## src/rtl/lifo_rd_stream.sv

```systemverilog
// Drains a requested number of words from an attached LIFO and presents them as a
// valid/ready stream, with a two-entry skid buffer that keeps full throughput.
module lifo_rd_stream #(
    parameter int DWIDTH = 16,
    parameter int AWIDTH = 8
) (
    input  logic              clk_i,
    input  logic              arstn_i,
    input  logic              start_i,
    input  logic [AWIDTH:0]   len_i,
    output logic              lifo_rdreq_o,
    input  logic [DWIDTH-1:0] lifo_q_i,
    input  logic              lifo_empty_i,
    input  logic [AWIDTH:0]   lifo_usedw_i,
    output logic [DWIDTH-1:0] data_o,
    output logic              valid_o,
    input  logic              ready_i,
    output logic              last_o,
    output logic              busy_o,
    output logic              done_o,
    output logic [AWIDTH:0]   count_o,
    output logic              short_o
);

    typedef enum logic [1:0] {
        ST_IDLE  = 2'd0,
        ST_DRAIN = 2'd1,
        ST_FLUSH = 2'd2
    } state_t;

    localparam logic [AWIDTH:0] CNT_ZERO = '0;
    localparam logic [AWIDTH:0] CNT_ONE  = (AWIDTH+1)'(1);

    state_t            state_reg, state_next;
    logic [AWIDTH:0]   remaining_reg, remaining_next;
    logic [AWIDTH:0]   xfer_cnt_reg, xfer_cnt_next;
    logic              short_pend_reg, short_pend_next;
    logic              done_reg, done_next;
    logic [AWIDTH:0]   count_reg, count_next;
    logic              short_reg, short_next;

    // The in-flight read occupies a buffer credit; its data is on lifo_q_i this cycle.
    logic              inflight_reg;
    logic              inflight_last_reg;

    logic [DWIDTH-1:0] buf_data_reg [2];
    logic [1:0]        buf_last_reg;
    logic [1:0]        buf_cnt_reg, buf_cnt_next;
    logic              wr_ptr_reg;
    logic              rd_ptr_reg;

    logic [AWIDTH:0]   target;
    logic              credit_ok;
    logic              rdreq;
    logic              rd_last;
    logic              head_from_buf;
    logic              head_valid;
    logic [DWIDTH-1:0] head_data;
    logic              head_last;
    logic              pop;
    logic              pop_buf;
    logic              push;

    // Datapath: skid buffer head selection and credit accounting.
    always_comb begin
        target        = (len_i != CNT_ZERO) ? len_i : lifo_usedw_i;
        credit_ok     = (buf_cnt_reg + {1'b0, inflight_reg}) < 2'd2;
        rdreq         = (state_reg == ST_DRAIN) && (remaining_reg != CNT_ZERO) &&
                        !lifo_empty_i && credit_ok;
        rd_last       = rdreq && ((remaining_reg == CNT_ONE) || (lifo_usedw_i == CNT_ONE));
        head_from_buf = (buf_cnt_reg != 2'd0);
        head_valid    = head_from_buf || inflight_reg;
        head_data     = head_from_buf ? buf_data_reg[rd_ptr_reg] : lifo_q_i;
        head_last     = head_from_buf ? buf_last_reg[rd_ptr_reg] : inflight_last_reg;
        pop           = head_valid && ready_i;
        pop_buf       = pop && head_from_buf;
        // An in-flight word consumed straight off lifo_q_i never enters the buffer.
        push          = inflight_reg && !(pop && !head_from_buf);
        buf_cnt_next  = buf_cnt_reg + {1'b0, push} - {1'b0, pop_buf};
    end

    // Control: drain sequencing and completion reporting.
    always_comb begin
        state_next      = state_reg;
        remaining_next  = remaining_reg;
        xfer_cnt_next   = xfer_cnt_reg + (AWIDTH+1)'(pop);
        short_pend_next = short_pend_reg;
        done_next       = 1'b0;
        count_next      = count_reg;
        short_next      = short_reg;
        case (state_reg)
            ST_IDLE: begin
                if (start_i) begin
                    if (target == CNT_ZERO) begin
                        done_next  = 1'b1;
                        count_next = CNT_ZERO;
                        short_next = 1'b0;
                    end else begin
                        state_next      = ST_DRAIN;
                        remaining_next  = target;
                        xfer_cnt_next   = CNT_ZERO;
                        short_pend_next = 1'b0;
                    end
                end
            end
            ST_DRAIN: begin
                if (rdreq) begin
                    remaining_next = remaining_reg - CNT_ONE;
                    if (rd_last) begin
                        state_next      = ST_FLUSH;
                        short_pend_next = (remaining_reg != CNT_ONE);
                    end
                end else if (lifo_empty_i && (remaining_reg != CNT_ZERO)) begin
                    state_next      = ST_FLUSH;
                    short_pend_next = 1'b1;
                end
            end
            ST_FLUSH: begin
                if ((buf_cnt_reg == 2'd0) && !inflight_reg) begin
                    state_next = ST_IDLE;
                    done_next  = 1'b1;
                    count_next = xfer_cnt_reg;
                    short_next = short_pend_reg;
                end
            end
            default: begin
                state_next = ST_IDLE;
            end
        endcase
    end

    always_ff @(posedge clk_i or negedge arstn_i) begin
        if (!arstn_i) begin
            state_reg         <= ST_IDLE;
            remaining_reg     <= '0;
            xfer_cnt_reg      <= '0;
            short_pend_reg    <= 1'b0;
            done_reg          <= 1'b0;
            count_reg         <= '0;
            short_reg         <= 1'b0;
            inflight_reg      <= 1'b0;
            inflight_last_reg <= 1'b0;
            buf_cnt_reg       <= 2'd0;
            wr_ptr_reg        <= 1'b0;
            rd_ptr_reg        <= 1'b0;
            buf_last_reg      <= 2'b00;
            for (int i = 0; i < 2; i++) begin
                buf_data_reg[i] <= '0;
            end
        end else begin
            state_reg         <= state_next;
            remaining_reg     <= remaining_next;
            xfer_cnt_reg      <= xfer_cnt_next;
            short_pend_reg    <= short_pend_next;
            done_reg          <= done_next;
            count_reg         <= count_next;
            short_reg         <= short_next;
            inflight_reg      <= rdreq;
            inflight_last_reg <= rd_last;
            buf_cnt_reg       <= buf_cnt_next;
            if (push) begin
                buf_data_reg[wr_ptr_reg] <= lifo_q_i;
                buf_last_reg[wr_ptr_reg] <= inflight_last_reg;
                wr_ptr_reg               <= ~wr_ptr_reg;
            end
            if (pop_buf) begin
                rd_ptr_reg <= ~rd_ptr_reg;
            end
        end
    end

    assign lifo_rdreq_o = rdreq;
    assign valid_o      = head_valid;
    assign data_o       = head_valid ? head_data : '0;
    assign last_o       = head_valid && head_last;
    assign busy_o       = (state_reg != ST_IDLE);
    assign done_o       = done_reg;
    assign count_o      = count_reg;
    assign short_o      = done_reg && short_reg;

endmodule

```

## config.mk

```make
export PLATFORM = sky130hd
export DESIGN_NAME = lifo_rd_stream
export DESIGN_NICKNAME = d
export VERILOG_FILES = /design/src/rtl/lifo_rd_stream.sv
export SDC_FILE = /design/constraint.sdc
export NUM_CORES = 1
export LEC_CHECK = 0
export ABC_AREA = 1
export ABC_CLOCK_PERIOD_IN_PS = 2100
export CAP_MARGIN = 20
export CORE_ASPECT_RATIO = 0.75
export CORE_MARGIN = 1.5
export CORE_UTILIZATION = 40
export CTS_CLUSTER_SIZE = 10
export DETAILED_ROUTE_END_ITERATION = 7
export PLACE_DENSITY = 0.74
export SLEW_MARGIN = 20
export SYNTH_ARGS = -nofsm -noshare
export SYNTH_HDL_FRONTEND = slang
export SYNTH_SLANG_ARGS = --single-unit
export TNS_END_PERCENT = 10
```

## constraint.sdc

```tcl
create_clock -name clk_i -period 2.1 [get_ports clk_i]
set_input_delay 0.21 -clock clk_i [delete_from_list [all_inputs] [get_ports clk_i]]
set_output_delay 0.21 -clock clk_i [all_outputs]
set_load 0.03 [all_outputs]
```

==> flow_metrics.tcl <==
set metrics [dict create \
    grt_pass1_vias 3339 \
    power_switching_mw 3.32 \
    outcome "completed" \
    grt_use_met2 0.332 \
    diodes 0 \
    timing.rr.start "buf_cnt_reg[1]" \
    core_um2 9230 \
    port_buffers 69 \
    critPathCaptureType "primary output" \
    internal_power_mw 4.48 \
    yosysMostFrequentCell "nand2_1" \
    cp.arrival_ns 1.71 \
    skew_ns 0.00475 \
    synth-compound-area-share 0.126 \
    syn_to_final_growth_pct 30.2 \
    preCtsSetupSlack_ns 0.0194 \
    worstSetupEndpoint "data_o[2]" \
    syn_nets 544 \
    comb_power_share 0.488 \
    crit_fanout 8 \
    slew_headroom 0.549 \
    place.gp.congestion 0.881 \
    cap_viol_max_count 0 \
    drc 0 \
    synth_area_um2 3880 \
    layout.nets 620 \
    synth-edff-count 0 \
    num_rows 30 \
    first_pass_iters 4 \
    cts-root-buf "clkbuf_16" \
    cts_num_sinks 72 \
    hold_viol_final 0 \
    cp.required_ns 1.89 \
    wl_um 9080 \
    wl_per_cell_um 12.8 \
    max_slew.worst_pin.slew_ns 0.677 \
    vias 3409 \
    seqPwrFrac 0.296 \
    die_w_um 117 \
    vdd_drop_max_mv 0.581 \
    die_h_um 88.3 \
    ys.flop_type "dfrtp_1" \
    clk_pin_slew_ns 0.06 \
    cts_tree "done" \
    synth_largest_area_cell "dfrtp_1" \
    r2r_slack_ns 0.25 \
    rsz0062_at_grt "false" \
    final-setup-viol-count 0 \
    powerDensity_nw_per_um2 1540 \
    ys_ff_latch 72 \
    grt_overflow 0 \
    setup_ws_ns 0.179 \
    synthCells 498 \
    critPathLaunch "inflight_reg" \
    ios 70 \
    r2r_end "xfer_cnt_reg[8]" \
    setup-tns-final_ns 0 \
    ys_types 32 \
    synthDominantCellAreaShare 0.464 \
    ys_warn_count 0 \
    grtUsageMet3 0.0534 \
    yosys.area_share.xor_xnor 0.0271 \
    drt_iter0_drc 223 \
    fin_crit_sh 0.915 \
    hold_class "primary input to async pin" \
    crit_type "flop to primary output" \
    ys_top_cells_by_count "nand2_1 (112), dfrtp_1 (72), inv_1 (71)" \
    via_per_inst 4.82 \
    synthSimpleGateAreaFrac 0.237 \
    synthMuxAreaShare 0.0316 \
    syn_area_per_cell_um2 7.79 \
    htree_levels 3 \
    clk_latency_ns 0.34 \
    die-area_um2 10300 \
    grt_usage 0.191 \
    netlist_top_cells_area "dfrtp_1 (46%), nand2_1 (11%), o21ai_0 (8.0%), inv_1 (6.9%), nand3_1 (5.5%)" \
    ant_nets 0 \
    synthAdderAreaFrac 0.0226 \
    grt_pass1_wl_um 15200 \
    clkPwrFrac 0.216 \
    drive_gt1_frac 0.123 \
    post_cts_buffers 0 \
    antenna_found_initial 0 \
    grt_max_degree 45 \
    grt_use_met1 0.237 \
    initial_core_util 0.420 \
    fin_crit_ns 1.92 \
    leakage_nw 2.46 \
    hpwlAfterDp_um 6490 \
    ys_seq_area_frac 0.464 \
    grt_busiest_layer "met2" \
    ys_async_sr_fraction 1.00 \
    synth_top_family_by_area "simple AND/OR/NAND/NOR gates" \
    clock_path_buffers 2 \
    start_kind "flop" \
    reg2reg_depth 11 \
    fmax_mhz 521 \
    finalMaxSlewViolations 0 \
    sw_frac_of_total 0.426 \
    cts_inserted_buffers 9 \
    largest_register_ffs 32 \
    fin_total_pwr_mw 7.80 \
]
-- logic make-up (layout without fill, tap and decap cells) --
| group | after synthesis | count (layout) |
|---|---|---|
| xor+xnor | 12 | 12 |
| simple gates | 211 | 211 |
| mux | 11 | 11 |
| fa+ha+maj | 7 | 7 |
| compound gates | 95 | 95 |
| flops | 72 | 72 |
| buf+inv | 90 | 171 |
-- power groups by stage --
stage                     clock network [mW]  logic, mW  registers, mW
final                                   1.69       3.81           2.31
after global routing                    1.78       4.24           2.39
after CTS                               1.72       3.84           2.31
after detailed placement                   0       3.82           2.32
after global placement                     0       3.74           2.31
after floorplan                            0       2.44           2.39
-- worst min-delay path by stage --
stage,from,to,slack [ns],depth (start not counted)
4_1_cts,lifo_q_i[15],buf_data_reg[15],0.46,3
3_3_place_gp,arstn_i,buf_data_reg[3],0.27,1
5_1_grt,lifo_q_i[2],buf_data_reg[2],0.49,3
3_5_place_dp,arstn_i,buf_data_reg[2],0.29,1
2_1_floorplan,arstn_i,buf_cnt_reg[0],-0.09,0
6_report,arstn_i,buf_data_reg[3],0.45,2
-- per-stage QoR --
stage	area, um2	hold WS, ns	util	std cells
final	5050	0.446	0.547	707
after global routing	5050	0.493	0.547	707
after CTS	5050	0.464	0.546	707
after detailed placement	4710	0.287	0.510	690
after global placement	4710	0.274	0.510	690
after floorplan	3880	-0.0856	-	498
-- routing by layer --
metal	vias up	part of all wire
li1	1745	-
met1	1590	0.46
met2	64	0.49
met3	10	0.042
met4	0	0.011
met5	-	0
-- layout by cell type (no fill, tap or decap), types with 3 or more instances in the layout --
| master | instances |
|---|---|
| buf_4 | 29 |
| nand4_1 | 5 |
| inv_1 | 71 |
| nand2_1 | 112 |
| mux2_2 | 10 |
| o21ai_1 | 3 |
| ha_1 | 7 |
| nor2_1 | 34 |
| clkdlybuf4s50_1 | 49 |
| nor3_1 | 3 |
| xor2_1 | 8 |
| dfrtp_1 | 72 |
| o21ai_0 | 62 |
| nor2_2 | 5 |
| clkbuf_16 | 9 |
| xnor2_1 | 4 |
| nand3_1 | 43 |
| a21oi_1 | 24 |
-- critical path, stage by stage (launching register included) --
cell and delay [ns]:
dfrtp_1 0.51, buf_4 0.22, inv_1 0.12, o21ai_0 0.18
o21ai_0 0.13, inv_1 0.07, buf_4 0.15
-- final cells by class --
cell class	count	area, um2
Clock inverter	7	104
Inverter	72	270
Clock buffer	9	225
Timing Repair Buffer	83	767
Multi-Input combinational cell	336	1720
Sequential cell	72	1800
Tap cell	128	160
Fill cell	850	4180
-- timing repair --
action / CTS / global route
endpoints found under the hold margin: 28 / 0
resized for setup: 0 / 2
hold buffers: 1 / 0
endpoints found under the setup margin: 0 / 2
Note: power is estimated with default switching activity, not from simulation.
